**src/rtl/pc_sequencer_pkg.sv**
```systemverilog
// -----------------------------------------------------------------------------
// pc_sequencer_pkg
// Shared processor definitions used by the fetch PC sequencer:
//   pc_state_t   - sequencer FSM states (BOOT, RUN, PEND)
//   redir_src_t  - redirect source, encoded so that a larger value means a
//                  higher priority (exception > jump > branch > none)
//   PC_STEP      - sequential fetch increment
//   align_word() - clears the two low address bits of a target
// -----------------------------------------------------------------------------
package pc_sequencer_pkg;

  typedef enum logic [1:0] {
    ST_BOOT = 2'd0,
    ST_RUN  = 2'd1,
    ST_PEND = 2'd2
  } pc_state_t;

  // Numeric order is the redirect priority; comparisons rely on it.
  typedef enum logic [1:0] {
    SRC_NONE   = 2'd0,
    SRC_BRANCH = 2'd1,
    SRC_JUMP   = 2'd2,
    SRC_EXC    = 2'd3
  } redir_src_t;

  localparam logic [31:0] PC_STEP = 32'd4;

  function automatic logic [31:0] align_word(input logic [31:0] a);
    return a & ~32'h0000_0003;
  endfunction

endpackage

```
**src/rtl/pc_sequencer_next_mux.sv**
```systemverilog
// -----------------------------------------------------------------------------
// pc_next_mux
// Purely combinational next-PC selection for pc_sequencer.
// Priority: live exception, live jump, live branch, pending redirect, PC+4.
// A live redirect only beats a pending one when its priority is equal or
// higher, so a late lower-priority pulse cannot displace a pending target.
//
// Configuration macro PC_MISALIGN_TRAP_EN:
//   defined   - a jump/branch target with bits[1:0]!=0 becomes EXC_VECTOR and
//               is flagged as misaligned
//   undefined - target bits[1:0] are cleared, nothing is flagged
//
// Ports:
//   i_exception, i_jump, i_jump_target, i_branch_taken, i_branch_target
//                                  - live redirect requests this cycle
//   i_pend_valid, i_pend_src, i_pend_target, i_pend_mis
//                                  - captured (pending) redirect
//   i_pc_plus4                     - sequential fallback address
//   o_next_pc, o_next_mis          - selected next PC and its misalign flag
//   o_live_src, o_live_target, o_live_mis
//                                  - resolved live redirect, for capture
// -----------------------------------------------------------------------------
module pc_next_mux
  import pc_sequencer_pkg::*;
#(
  parameter logic [31:0] EXC_VECTOR = 32'h0000_0180
) (
  input  logic        i_exception,
  input  logic        i_jump,
  input  logic [31:0] i_jump_target,
  input  logic        i_branch_taken,
  input  logic [31:0] i_branch_target,
  input  logic        i_pend_valid,
  input  redir_src_t  i_pend_src,
  input  logic [31:0] i_pend_target,
  input  logic        i_pend_mis,
  input  logic [31:0] i_pc_plus4,
  output logic [31:0] o_next_pc,
  output logic        o_next_mis,
  output redir_src_t  o_live_src,
  output logic [31:0] o_live_target,
  output logic        o_live_mis
);

  logic [31:0] w_raw;

  // Resolve the highest-priority live redirect and its effective target.
  always_comb begin
    o_live_src    = SRC_NONE;
    o_live_target = 32'h0000_0000;
    o_live_mis    = 1'b0;
    w_raw         = 32'h0000_0000;
    if (i_exception) begin
      o_live_src    = SRC_EXC;
      o_live_target = EXC_VECTOR;
    end else if (i_jump) begin
      o_live_src = SRC_JUMP;
      w_raw      = i_jump_target;
    end else if (i_branch_taken) begin
      o_live_src = SRC_BRANCH;
      w_raw      = i_branch_target;
    end
    if ((o_live_src == SRC_JUMP) || (o_live_src == SRC_BRANCH)) begin
`ifdef PC_MISALIGN_TRAP_EN
      if (w_raw[1:0] != 2'b00) begin
        o_live_target = EXC_VECTOR;
        o_live_mis    = 1'b1;
      end else begin
        o_live_target = w_raw;
      end
`else
      o_live_target = align_word(w_raw);
`endif
    end
  end

  always_comb begin
    o_next_pc  = i_pc_plus4;
    o_next_mis = 1'b0;
    if ((o_live_src != SRC_NONE) && (!i_pend_valid || (o_live_src >= i_pend_src))) begin
      o_next_pc  = o_live_target;
      o_next_mis = o_live_mis;
    end else if (i_pend_valid) begin
      o_next_pc  = i_pend_target;
      o_next_mis = i_pend_mis;
    end
  end

endmodule

```
**src/rtl/pc_sequencer.sv**
```systemverilog
// -----------------------------------------------------------------------------
// pc_sequencer
// Fetch program-counter sequencer: PC register, BOOT/RUN/PEND FSM and the
// pending-redirect register. Next-PC priority selection lives in pc_next_mux.
// Redirect pulses that arrive while the PC cannot advance (imem not ready or
// stall) are held in the pending register and applied on the next advance.
//
// Configuration macro PC_MISALIGN_TRAP_EN:
//   defined   - misaligned jump/branch targets redirect to EXC_VECTOR and
//               misalign_trap pulses for one cycle alongside that pc_out
//   undefined - target bits[1:0] are cleared and misalign_trap is tied low
//
// Ports:
//   clk            - sole clock, rising edge
//   reset          - asynchronous active-high reset
//   stall          - hazard freeze, PC holds
//   imem_ready     - instruction memory accepts pc_out this cycle
//   branch_taken / branch_target - branch redirect pulse and address
//   jump / jump_target           - jump redirect pulse and address
//   exception      - redirect pulse to EXC_VECTOR
//   pc_out         - registered fetch address
//   pc_plus4       - pc_out + 4 (wraps modulo 2^32)
//   pc_valid       - pc_out is a valid fetch request (low in BOOT)
//   misalign_trap  - one-cycle pulse on a misaligned redirect target
// -----------------------------------------------------------------------------
module pc_sequencer
  import pc_sequencer_pkg::*;
#(
  parameter logic [31:0] RESET_VECTOR = 32'h0000_0000,
  parameter logic [31:0] EXC_VECTOR   = 32'h0000_0180
) (
  input  logic        clk,
  input  logic        reset,
  input  logic        stall,
  input  logic        imem_ready,
  input  logic        branch_taken,
  input  logic [31:0] branch_target,
  input  logic        jump,
  input  logic [31:0] jump_target,
  input  logic        exception,
  output logic [31:0] pc_out,
  output logic [31:0] pc_plus4,
  output logic        pc_valid,
  output logic        misalign_trap
);

  pc_state_t   r_state;
  pc_state_t   w_state_nxt;
  logic [31:0] r_pc;
  logic        r_pend_valid;
  redir_src_t  r_pend_src;
  logic [31:0] r_pend_target;
  logic        r_pend_mis;

  logic        w_go;
  logic        w_load_pc;
  logic        w_capture;
  logic        w_clear_pend;
  logic [31:0] w_next_pc;
  logic        w_next_mis;
  redir_src_t  w_live_src;
  logic [31:0] w_live_target;
  logic        w_live_mis;

  assign w_go     = imem_ready & ~stall;
  assign pc_out   = r_pc;
  assign pc_plus4 = r_pc + PC_STEP;
  assign pc_valid = (r_state != ST_BOOT);

  pc_next_mux #(
    .EXC_VECTOR (EXC_VECTOR)
  ) u_next_mux (
    .i_exception     (exception),
    .i_jump          (jump),
    .i_jump_target   (jump_target),
    .i_branch_taken  (branch_taken),
    .i_branch_target (branch_target),
    .i_pend_valid    (r_pend_valid),
    .i_pend_src      (r_pend_src),
    .i_pend_target   (r_pend_target),
    .i_pend_mis      (r_pend_mis),
    .i_pc_plus4      (pc_plus4),
    .o_next_pc       (w_next_pc),
    .o_next_mis      (w_next_mis),
    .o_live_src      (w_live_src),
    .o_live_target   (w_live_target),
    .o_live_mis      (w_live_mis)
  );

  always_ff @(posedge clk or posedge reset) begin
    if (reset) begin
      r_state <= ST_BOOT;
    end else begin
      r_state <= w_state_nxt;
    end
  end

  // Next state plus the PC-load / pending-capture strobes. In PEND a live
  // redirect only overwrites the pending one when its priority is not lower.
  always_comb begin
    w_state_nxt  = r_state;
    w_load_pc    = 1'b0;
    w_capture    = 1'b0;
    w_clear_pend = 1'b0;
    case (r_state)
      ST_BOOT: begin
        w_state_nxt = ST_RUN;
      end
      ST_RUN: begin
        if (w_go) begin
          w_load_pc = 1'b1;
        end else if (w_live_src != SRC_NONE) begin
          w_capture   = 1'b1;
          w_state_nxt = ST_PEND;
        end
      end
      ST_PEND: begin
        if (w_go) begin
          w_load_pc    = 1'b1;
          w_clear_pend = 1'b1;
          w_state_nxt  = ST_RUN;
        end else if ((w_live_src != SRC_NONE) && (w_live_src >= r_pend_src)) begin
          w_capture = 1'b1;
        end
      end
      default: begin
        w_state_nxt = ST_BOOT;
      end
    endcase
  end

  always_ff @(posedge clk or posedge reset) begin
    if (reset) begin
      r_pc <= RESET_VECTOR;
    end else if (w_load_pc) begin
      r_pc <= w_next_pc;
    end
  end

  always_ff @(posedge clk or posedge reset) begin
    if (reset) begin
      r_pend_valid  <= 1'b0;
      r_pend_src    <= SRC_NONE;
      r_pend_target <= 32'h0000_0000;
      r_pend_mis    <= 1'b0;
    end else if (w_clear_pend) begin
      r_pend_valid  <= 1'b0;
      r_pend_src    <= SRC_NONE;
      r_pend_target <= 32'h0000_0000;
      r_pend_mis    <= 1'b0;
    end else if (w_capture) begin
      r_pend_valid  <= 1'b1;
      r_pend_src    <= w_live_src;
      r_pend_target <= w_live_target;
      r_pend_mis    <= w_live_mis;
    end
  end

`ifdef PC_MISALIGN_TRAP_EN
  logic r_trap;

  // Pulses in the same cycle pc_out shows the exception vector it caused.
  always_ff @(posedge clk or posedge reset) begin
    if (reset) begin
      r_trap <= 1'b0;
    end else begin
      r_trap <= w_load_pc & w_next_mis;
    end
  end

  assign misalign_trap = r_trap;
`else
  logic w_unused_mis;

  // Misalign flags are always zero in this build.
  assign w_unused_mis  = w_next_mis;
  assign misalign_trap = 1'b0;
`endif

endmodule

```
**config.mk**
```make
export PLATFORM = sky130hd
export DESIGN_NAME = pc_sequencer
export DESIGN_NICKNAME = d
export VERILOG_FILES = /design/src/rtl/pc_sequencer_pkg.sv /design/src/rtl/pc_sequencer_next_mux.sv /design/src/rtl/pc_sequencer.sv
export SDC_FILE = /design/constraint.sdc
export NUM_CORES = 1
export LEC_CHECK = 0
export CAP_MARGIN = 20
export CORE_ASPECT_RATIO = 1.75
export CORE_MARGIN = 2
export CORE_UTILIZATION = 35
export CTS_CLUSTER_DIAMETER = 60
export DETAILED_ROUTE_END_ITERATION = 12
export GPL_ROUTABILITY_DRIVEN = 0
export GPL_TIMING_DRIVEN = 0
export PLACE_DENSITY = 0.72
export SLEW_MARGIN = 20
export SYNTH_ARGS = -nofsm -noshare
export SYNTH_HDL_FRONTEND = slang
export SYNTH_HIERARCHICAL = 1
export SYNTH_SLANG_ARGS = --single-unit
```
**constraint.sdc**
```tcl
create_clock -name clk -period 4.4 [get_ports clk]
set_input_delay 1.1 -clock clk [delete_from_list [all_inputs] [get_ports clk]]
set_output_delay 1.1 -clock clk [all_outputs]
set_load 0.01 [all_outputs]
```
[After elaboration in Yosys (flattened, before gate mapping)]
Index checks and enable logic that the tools add are counted.
Storage, ports and cells
  register bits: 69
  bits in latches: 0
  memory bits (writable): 0
  ROM bits: 0
  logic and storage cells: 55
  memories kept: 0
Operators by class
  add/sub/neg operators: 1
  multiply operators: 0
  div/mod/pow operators: 0
  magnitude comparators: 1
  equal/unequal tests: 7
  shifts and indexed selects: 0
  multiplexer cells: 28
  bitwise operators: 2
  reduce and logical (&&, ||, !) cells: 11
Operator list (count)
  32-bit 2-to-1 mux: 8
  32-bit by 3-bit adder with 32-bit output (second input constant): 1
  2-bit 2-to-1 mux: 7
  1-bit 2-to-1 mux: 10
  9-bit 2-to-1 mux: 1
  2-bit != test (second input constant): 3
  2-bit case mux with 3 select lines: 1
  2-bit nonzero test: 3
  2-bit by 1-bit equality test with 1-bit output (second input constant): 2
  2-bit equality test (second input constant): 2
  3-bit AND reduction: 1
  2-bit >= comparator: 1
  1-bit logical AND: 2
  2-bit zero test: 1
  1-bit logical OR: 2
  1-bit case mux with 2 select lines: 1
  2-bit OR reduction: 1
  1-bit AND: 1
  1-bit zero test: 1
  1-bit NOT: 1

[Longest topological paths before layout]
Gate-level depths: netlist of the first run.
  word-level depth: 10
  gate-level depth with buffers: 13
  gate-level depth less buffers: 10

[Hierarchy]
Netlist of the first run, hierarchy kept.
By module, submodules not included
  pc_sequencer: instances 1, cells an instance 330, area an instance 3529.6 µm², sequential area each 1751.7 µm²
  pc_next_mux: instances 1, cells an instance 164, area an instance 1317.5 µm², sequential area each 0.0 µm²

[Least setup slack after synthesis of the first run]
Ideal clock, no wire load.
  path kind: input to register
  start point: input port jump
  end point: register r_pc[16], in the netlist pc_out[16]
  arrival time: 2.945 ns
  required time: 4.275 ns
  slack: 1.331 ns
  stages: 8
  path buffers: 2
  cells stage by stage: buf_2 -> or2_2 -> ha_1 -> o21ai_2 -> a31oi_4 -> buf_4 -> mux2_2 -> mux2_2
On the way
  word-level cells in the longest chain between the ends: 6
RTL lines
  start: declaration: RTL line pc_sequencer.sv:38  | input logic jump,
  2-bit 2-to-1 mux (*): RTL line pc_sequencer_next_mux.sv:56  | end else if (i_jump) begin
  2-bit 2-to-1 mux (*): RTL line pc_sequencer_next_mux.sv:53  | if (i_exception) begin
  net w_live_src[1]: RTL line pc_sequencer.sv:61  | redir_src_t w_live_src;
  2-bit >= comparator (tied with other cells): RTL line pc_sequencer_next_mux.sv:80  | if ((o_live_src != SRC_NONE) && (!i_pend_valid || (o_live_src >= i_pend_src))) begin
  1-bit logical OR (on tied branches): RTL line pc_sequencer_next_mux.sv:80, pc_sequencer_next_mux.sv:63
  1-bit logical AND / 32-bit 2-to-1 mux (equally long branches): RTL line pc_sequencer_next_mux.sv:80, pc_sequencer_next_mux.sv:63
  32-bit 2-to-1 mux (*): RTL line pc_sequencer_next_mux.sv:80
  net w_next_pc[16]: RTL line pc_sequencer.sv:59  | logic [31:0] w_next_pc;
  end signal: assignment: RTL line pc_sequencer.sv:136  | r_pc <= w_next_pc;
  end: declaration: RTL line pc_sequencer.sv:49  | logic [31:0] r_pc;
Mark *: on every way through the listed nets, which the timed path passes. The rest lies on a longest branch.
A chain may end at the register's enable or synchronous reset.

[Final worst setup path of the first run]
  start point: register r_pc[12], in the netlist pc_out[12]
  end point: output port pc_plus4[22]
On the way
  word-level cells in the longest chain between the ends: 1
RTL lines
  32-bit by 3-bit adder with 32-bit output: RTL line pc_sequencer.sv:67  | assign pc_plus4 = r_pc + PC_STEP;
  end: declaration: RTL line pc_sequencer.sv:42  | output logic [31:0] pc_plus4,
Every way passes these cells.

==> results of run 1 <==
## flip-flops by register name (all words and copies together), names as in the netlist
name / flops
r_pend_valid: 1
r_state: 2
r_pend_target: 32
pc_out: 32
r_pend_src: 2
## power by group through the flow
stage / logic, mW / clock network, mW / registers [mW]
floorplan: 1.20 / 0 / 1.20
global placement: 2.10 / 0 / 1.19
detailed placement: 2.17 / 0 / 1.21
CTS: 2.18 / 0.674 / 1.21
global route: 2.31 / 0.700 / 1.25
finish: 2.15 / 0.661 / 1.21
## cell usage in the layout (no fill, tap or decap), types with 2 or more instances in the layout
| cell | instances |
|---|---|
| mux2i_1 | 35 |
| clkdlybuf4s50_1 | 131 |
| buf_1 | 3 |
| nand4_1 | 10 |
| nor3_1 | 2 |
| buf_6 | 3 |
| nand2_1 | 46 |
| clkbuf_8 | 2 |
| clkinv_2 | 2 |
| o211ai_1 | 2 |
| a21oi_1 | 5 |
| buf_2 | 13 |
| nor2b_1 | 2 |
| conb_1 | 3 |
| nand3_1 | 13 |
| nand2b_1 | 4 |
| clkbuf_1 | 5 |
| nor2_1 | 38 |
| dfrtp_1 | 69 |
| clkbuf_16 | 9 |
| a22oi_1 | 28 |
| nor3_2 | 2 |
| and3_1 | 2 |
| ha_1 | 9 |
| mux2_2 | 93 |
| xor2_1 | 5 |
| buf_4 | 10 |
| xnor2_1 | 23 |
| inv_1 | 49 |
## worst max-delay path by stage
stage               start                end  slack, ns  cells after the start
6_report       pc_out[12]       pc_plus4[22]       0.49                      6
5_1_grt              jump   r_pend_target[9]       0.35                     14
4_1_cts        pc_out[12]       pc_plus4[22]       0.49                      6
3_5_place_dp         jump  r_pend_target[18]       0.30                     14
3_3_place_gp        reset         pc_out[18]       0.37                      2
2_1_floorplan        jump         pc_out[16]       1.33                      8
## worst register-to-register path: cells and delay by family, from the launching register on
family           cells  cell delay (ns)
AND/OR/NAND/NOR      4             1.19
multiplexers         3             0.79
flip-flops           1             0.50
XOR/XNOR             1             0.10
## layer usage
| layer | vias up | wire [um] | global-route usage (%) |
|---|---|---|---|
| met1 | 1981 | 5250 | 20.8 |
| met5 | - | 0 | 0 |
| met2 | 117 | 7830 | 36.9 |
| li1 | 1938 | - | - |
| met3 | 42 | 460 | 2.32 |
| met4 | 0 | 598 | 10.5 |
## stage by stage
stage / std cells / cell area (um2) / hold WS, ns
CTS: 808 / 6620 / 0.518
floorplan: 488 / 4790 / 0.465
global placement: 793 / 6320 / 0.476
global route: 808 / 6620 / 0.536
finish: 808 / 6620 / 0.508
detailed placement: 794 / 6350 / 0.506
## cell type report
type	count	area (um2)
fill	1220	6760
multi-input combinational	336	2680
sequential	69	1730
timing repair buffer	132	1340
clock buffer	12	256
tap	174	218
buffer	33	200
inverter	50	190
clock inverter	2	10.0
==> results.sh, run 1 <==
export IMPL_setup_viol=0
export IMPL_die_area_mm2=0.0147
export IMPL_min_period_ns=3.91
export IMPL_grt_pass1_wl_um=22600
export IMPL_dpl_hpwl_um=11000
export IMPL_ctsLongestPathBuffers=2
export IMPL_worst_path_buf_inv=1
export IMPL_p_switching_mw=1.48
export IMPL_p_sw_share_pct=36.9
export IMPL_status="finished, final reports clean"
export IMPL_timing_rr_start="pc_out[12]"
export IMPL_avgViaCountPerCell=5.05
export IMPL_worstSkewPairLatency_ns=0.33
export IMPL_hold_path_class="flip-flop to flip-flop"
export IMPL_postLayoutCoreUtil_pct=49.5
export IMPL_drtPass1Iterations=4
export IMPL_rsz0062_at_grt="no"
export IMPL_hp_start="r_pend_valid"
export IMPL_totalPowerFinal_mw=4.02
export IMPL_grt_pass1_vias=4335
export IMPL_critPathTopFamily="simple AND/OR/NAND/NOR gates"
export IMPL_pwr_share_seq_pct=30.0
export IMPL_synthCells=487
export IMPL_postCtsHoldBufs=0
export IMPL_timing_final_ws_setup_ns=0.492
export IMPL_htreeDepth=3
export IMPL_place_port_buffers=131
export IMPL_drcViolationCount=0
export IMPL_powerDensity_mw_per_mm2=607
export IMPL_share_comb_of_total_power_pct=53.6
export IMPL_syn_to_final_growth_pct=38.2
export IMPL_drv_cap=0
export IMPL_r2r_end="pc_out[28]"
export IMPL_cp_start_kind="flip-flop"
export IMPL_antenna_cells=0
export IMPL_post_cts_setup_buffers=0
export IMPL_start_util_pct=35.8
export IMPL_hold_violations=0
export IMPL_worstSetupPathType="flip-flop to output port"
export IMPL_tritoncts="built"
export IMPL_hold_depth=1
export IMPL_slew_viol_final=0
export IMPL_chipHeight_um=159
export IMPL_period_share_pct=88.8
export IMPL_min_to="r_pend_valid"
export IMPL_p_leak_nw=2.87
export IMPL_path_cells="nand4_1, nor4_4, nand2_1, nor2_1, xor2_1, clkdlybuf4s50_1"
export IMPL_grt_max_degree=56
export IMPL_crit_path_max_fanout=8
export IMPL_arrival_ns=2.81
export IMPL_cp_end_kind="output port"
export IMPL_grtUsageTotal_pct=19.7
export IMPL_tns_ns=0
export IMPL_yosysWarnings=6
export IMPL_vias=4078
export IMPL_clock_skew_ns=0.00707
export IMPL_core_area_mm2=0.0134
export IMPL_ios=137
export IMPL_num_rows=56
export IMPL_antenna_found_initial=0
export IMPL_nNetsFinal=711
export IMPL_drt_iter0_markers=166
export IMPL_max_freq_mhz=256
export IMPL_required_ns=3.30
export IMPL_ant_nets=0
export IMPL_cts_made_buffers=9
export IMPL_die_w_um=92.4
export IMPL_slowest_delay_ns=0.58
export IMPL_worst_pin_slew_ns=0.746
export IMPL_cp_slowest_cell="clkdlybuf4s50_1"
export IMPL_cts_sinks=69
export IMPL_layout_drive_gt1_share_pct=22.6
export IMPL_totalWireLength_um=14100
export IMPL_gr_total_overflow=0
export IMPL_place_ws_ns=0.301
export IMPL_wire_per_inst_um=17.5
export IMPL_reg2regPathDepth=8
export IMPL_synth_avg_cell_area_um2=9.83
export IMPL_peakVddDrop_uv=315
export IMPL_slew_headroom_pct=50.3
export IMPL_syn_area_mm2=0.00479
export IMPL_ctsResizeCount=0
export IMPL_cts_root_buf="clkbuf_16"
export IMPL_p_clk_share_pct=16.5
export IMPL_internal_power_mw=2.54
export IMPL_r2r_setup_slack_ns=1.70
export IMPL_clk_pin_slew_worst_paths_ns=0.06
Power figures use the tool's default switching activity.
==> run 2: changes to the inputs <==
Settings changed: CORE_UTILIZATION 35 to 53, PLACE_DENSITY 0.72 to 0.95.
==> results.sh, run 2 (same netlist as run 1, synthesis figures left out) <==
export IMPL_status="finished, final reports clean"
export IMPL_num_rows=45
export IMPL_internal_power_mw=2.59
export IMPL_p_sw_share_pct=37.0
export IMPL_required_ns=4.62
export IMPL_wire_per_inst_um=18.8
export IMPL_cp_slowest_cell="clkdlybuf4s50_1"
export IMPL_hold_path_class="flip-flop to flip-flop"
export IMPL_worst_pin_slew_ns=0.700
export IMPL_htreeDepth=3
export IMPL_p_leak_nw=2.88
export IMPL_place_area_mm2=0.00628
export IMPL_postCtsHoldBufs=0
export IMPL_grt_max_degree=45
export IMPL_tritoncts="built"
export IMPL_p_switching_mw=1.52
export IMPL_worstSetupPathType="primary input to flip-flop"
export IMPL_grtUsageTotal_pct=29.7
export IMPL_grt_pass1_wl_um=21900
export IMPL_powerDensity_mw_per_mm2=624
export IMPL_clock_skew_ns=0.00277
export IMPL_min_period_ns=3.99
export IMPL_slew_viol_final=0
export IMPL_layout_common_cells="131 x clkdlybuf4s50_1, 93 x mux2_2, 69 x dfrtp_1, 49 x inv_1, 46 x nand2_1"
export IMPL_cts_made_buffers=9
export IMPL_grt_pass1_vias=4408
export IMPL_nNetsFinal=711
export IMPL_start_util_pct=54.9
export IMPL_pwr_share_seq_pct=29.5
export IMPL_ios=137
export IMPL_cts_root_buf="clkbuf_16"
export IMPL_die_area_mm2=0.00984
export IMPL_worst_path_buf_inv=6
export IMPL_antenna_found_initial=0
export IMPL_slew_headroom_pct=53.4
export IMPL_rsz0062_at_grt="no"
export IMPL_cp_end_kind="flip-flop"
export IMPL_arrival_ns=4.20
export IMPL_gr_total_overflow=0
export IMPL_cts_sinks=69
export IMPL_share_comb_of_total_power_pct=53.1
export IMPL_place_ws_ns=0.318
export IMPL_antenna_cells=0
export IMPL_critPathMostFrequentCell="buf_2"
export IMPL_totalWireLength_um=14100
export IMPL_drt_iter0_markers=296
export IMPL_worstSkewPairLatency_ns=0.33
export IMPL_core_area_mm2=0.00873
export IMPL_ctsResizeCount=0
export IMPL_drcViolationCount=0
export IMPL_slowest_delay_ns=0.49
export IMPL_peakVddDrop_uv=358
export IMPL_die_w_um=75.9
export IMPL_final_area_mm2=0.00658
export IMPL_avgViaCountPerCell=5.79
export IMPL_dpl_hpwl_um=10300
export IMPL_fillCellCount=556
export IMPL_postLayoutCoreUtil_pct=75.4
export IMPL_syn_to_final_growth_pct=37.4
export IMPL_cp_start_kind="primary input"
export IMPL_hold_violations=0
export IMPL_clk_pin_slew_worst_paths_ns=0.05
export IMPL_path_cells="clkdlybuf4s50_1, nor2b_2, buf_2, nor2_1, inv_1, inv_1, ha_1, nand2b_1, a21o_1, a21oi_1, nor3b_1, buf_2, buf_2, mux2i_1"
export IMPL_critPathTopFamily="buffers and inverters"
export IMPL_setup_viol=0
export IMPL_vias=4357
export IMPL_ctsLongestPathBuffers=2
export IMPL_timing_final_ws_setup_ns=0.412
export IMPL_place_port_buffers=131
export IMPL_chipHeight_um=130
export IMPL_dpl_cell_count=737
export IMPL_p_clk_share_pct=17.4
export IMPL_period_share_pct=90.6
export IMPL_crit_path_max_fanout=10
export IMPL_instances_no_fill=752
export IMPL_drv_cap=0
export IMPL_post_cts_setup_buffers=0
export IMPL_layout_drive_gt1_share_pct=22.7
export IMPL_tns_ns=0
export IMPL_max_freq_mhz=251
export IMPL_ant_nets=0
export IMPL_drtPass1Iterations=5
export IMPL_final_common_cell="clkdlybuf4s50_1"
## run 2: final timing paths
kind,slack [ns],startpoint,to,cells after the start
setup / recovery,0.41,jump,r_pend_target[9],14
hold / removal,0.51,r_pend_valid,r_pend_valid,1
setup reg to reg,1.69,pc_out[8],pc_out[30],8
hold reg to reg,0.51,r_pend_valid,r_pend_valid,1
max in group asynchronous,2.76,reset,pc_out[14],3
min in group asynchronous,1.10,reset,pc_out[0],2
## run 2: power by group through the flow
stage / clock network (mW) / registers [mW] / logic (mW)
floorplan: 0 / 1.20 / 1.20
global placement: 0 / 1.18 / 2.07
detailed placement: 0 / 1.21 / 2.15
CTS: 0.716 / 1.20 / 2.17
global route: 0.744 / 1.25 / 2.31
finish: 0.716 / 1.21 / 2.18
## run 2: stage by stage
step | hold slack (ns) | total power, mW
2_1_floorplan | 0.465 | 2.40
3_3_place_gp | 0.476 | 3.25
3_5_place_dp | 0.498 | 3.36
4_1_cts | 0.510 | 4.09
5_1_grt | 0.532 | 4.31
6_report | 0.514 | 4.11
## run 2: area by class of cell
cell class	count	area, um2	area share, %
Buffer	33	200	3.04
Clock buffer	15	298	4.53
Inverter	50	190	2.89
Multi-Input combinational cell	336	2680	40.7
Sequential cell	69	1730	26.2
Tap cell	117	146	2.23
Timing Repair Buffer	132	1340	20.3
## run 2: routing by layer
layer | up-vias | share of wire, % | track usage (%) | wire [um]
met5 | - | 0 | 0 | 0
met4 | 0 | 4.7 | 15.5 | 660
met1 | 2175 | 36 | 33.5 | 5110
met3 | 55 | 4.7 | 4.40 | 669
li1 | 1939 | - | - | -
met2 | 188 | 54 | 52.2 | 7710
==> edit: new RTL, config.mk and constraints of run 1 <==
Add a define of `PC_MISALIGN_TRAP_EN`.
--- a/src/rtl/pc_sequencer_next_mux.sv
+++ b/src/rtl/pc_sequencer_next_mux.sv
@@ -20,6 +20,8 @@
 //   o_live_src, o_live_target, o_live_mis
 //                                  - resolved live redirect, for capture
 // -----------------------------------------------------------------------------
+`define PC_MISALIGN_TRAP_EN
+
 module pc_next_mux
   import pc_sequencer_pkg::*;
 #(
Check against the original RTL: not equivalent (a bounded check fails within 4 cycles, from zero or initial values and one cycle with reset high).
==> edit against run 1 <==
First-iteration DRC count rose by 0.60%. Global-route usage fell by 1.4 points. Routed wire length rose by 3.6%. Sequential power fell by 15%. Power fell by 13%. Sequential cell count rose by 2. Via count rose by 4.4%. Final area rose by 8.5%. Fmax rose by 1.0%. Largest power group unchanged. Worst setup slack improved by 39 ps. Cell count rose by 5.9%. Area after synthesis rose by 9.7%. Sequential share of layout area fell by 1.4 points.
==> edit: results (changes against run 1) <==
- Filler instances: 1361 (was 1220)
- VDD IR max: 232 uV (was 315 uV)
- Multi-input combinational cell count: 370 (was 336)
- Synthesized area: 5250 sq um (was 4790 sq um)
- Synth-to-Final Area Change: 36.8% (was 38.2%)
- Combinational Power: 1.66 mW (was 2.15 mW)
- Register fraction of the total cell area: 24.7% (was 26.1%)
- GRT Util Overall: 18.3% (was 19.7%)
- R2R Setup Slk: 1740 ps (was 1700 ps)
- Tot Pwr: 3.48 mW (was 4.02 mW)
- Worst-Margin Slew: 677 ps (was 746 ps)
- Non-CTS inverters: 48 (was 50)
- Number of sequential cells: 71 (was 69)
- Largest net degree at the start of global routing: 40 (was 56)
- Cell leakage power: 3.04 nW (was 2.87 nW)
- Pre-CTS setup slack: 242 ps (was 301 ps)
- Final worst setup slack: 531 ps (was 492 ps)
- NonClk Buf Share: 22.0% (was 23.3%)
- WL/cell: 17.1 um (was 17.5 um)
- Fraction of area in multi-input gates: 43.0% (was 40.5%)
- Status: finished clean (unchanged)
- Clock Skews: 4.34 ps (was 7.07 ps)
- Worst hold margin: 497 ps (was 508 ps)
- Vias in the first global route: 4682 (was 4335)
- Switching Share: 34.7% (was 36.9%)
- Critical Path Max Stage Delay: 610 ps (was 580 ps)
- Clkbuf count: 13 (was 12)
-- edit: changes by cell type in the layout (fill, tap and decap cells not counted), sizes merged, moves of 7 or more --
cell    change
a22oi      -26
clkbuf      +7
a21boi     +28
nor2       -27
buf         -7
nand2      +57
-- edit: logic make-up (layout without fill, tap and decap cells) --
group | Yosys count | in the layout | synth area share [%]
buffers and inverters | 80 | 232 | 7.43
AO/OA/AOI/OAI | 49 | 49 | 11.1
AND/OR/NAND/NOR | 151 | 151 | 13.3
multiplexers | 130 | 130 | 27.2
adder cells (fa/ha/maj) | 9 | 9 | 2.14
XOR/XNOR | 29 | 29 | 4.98
flip-flops | 71 | 71 | 33.8
other | 1 | 2 | 0.0714
-- edit: layer usage --
metal  vias up  track usage (%)  wire, um
met5         -                0         0
met4         0             9.25       599
met3        30             2.99       549
met2       118             35.0      8020
met1      2081             18.8      5470
li1       2029                -         -
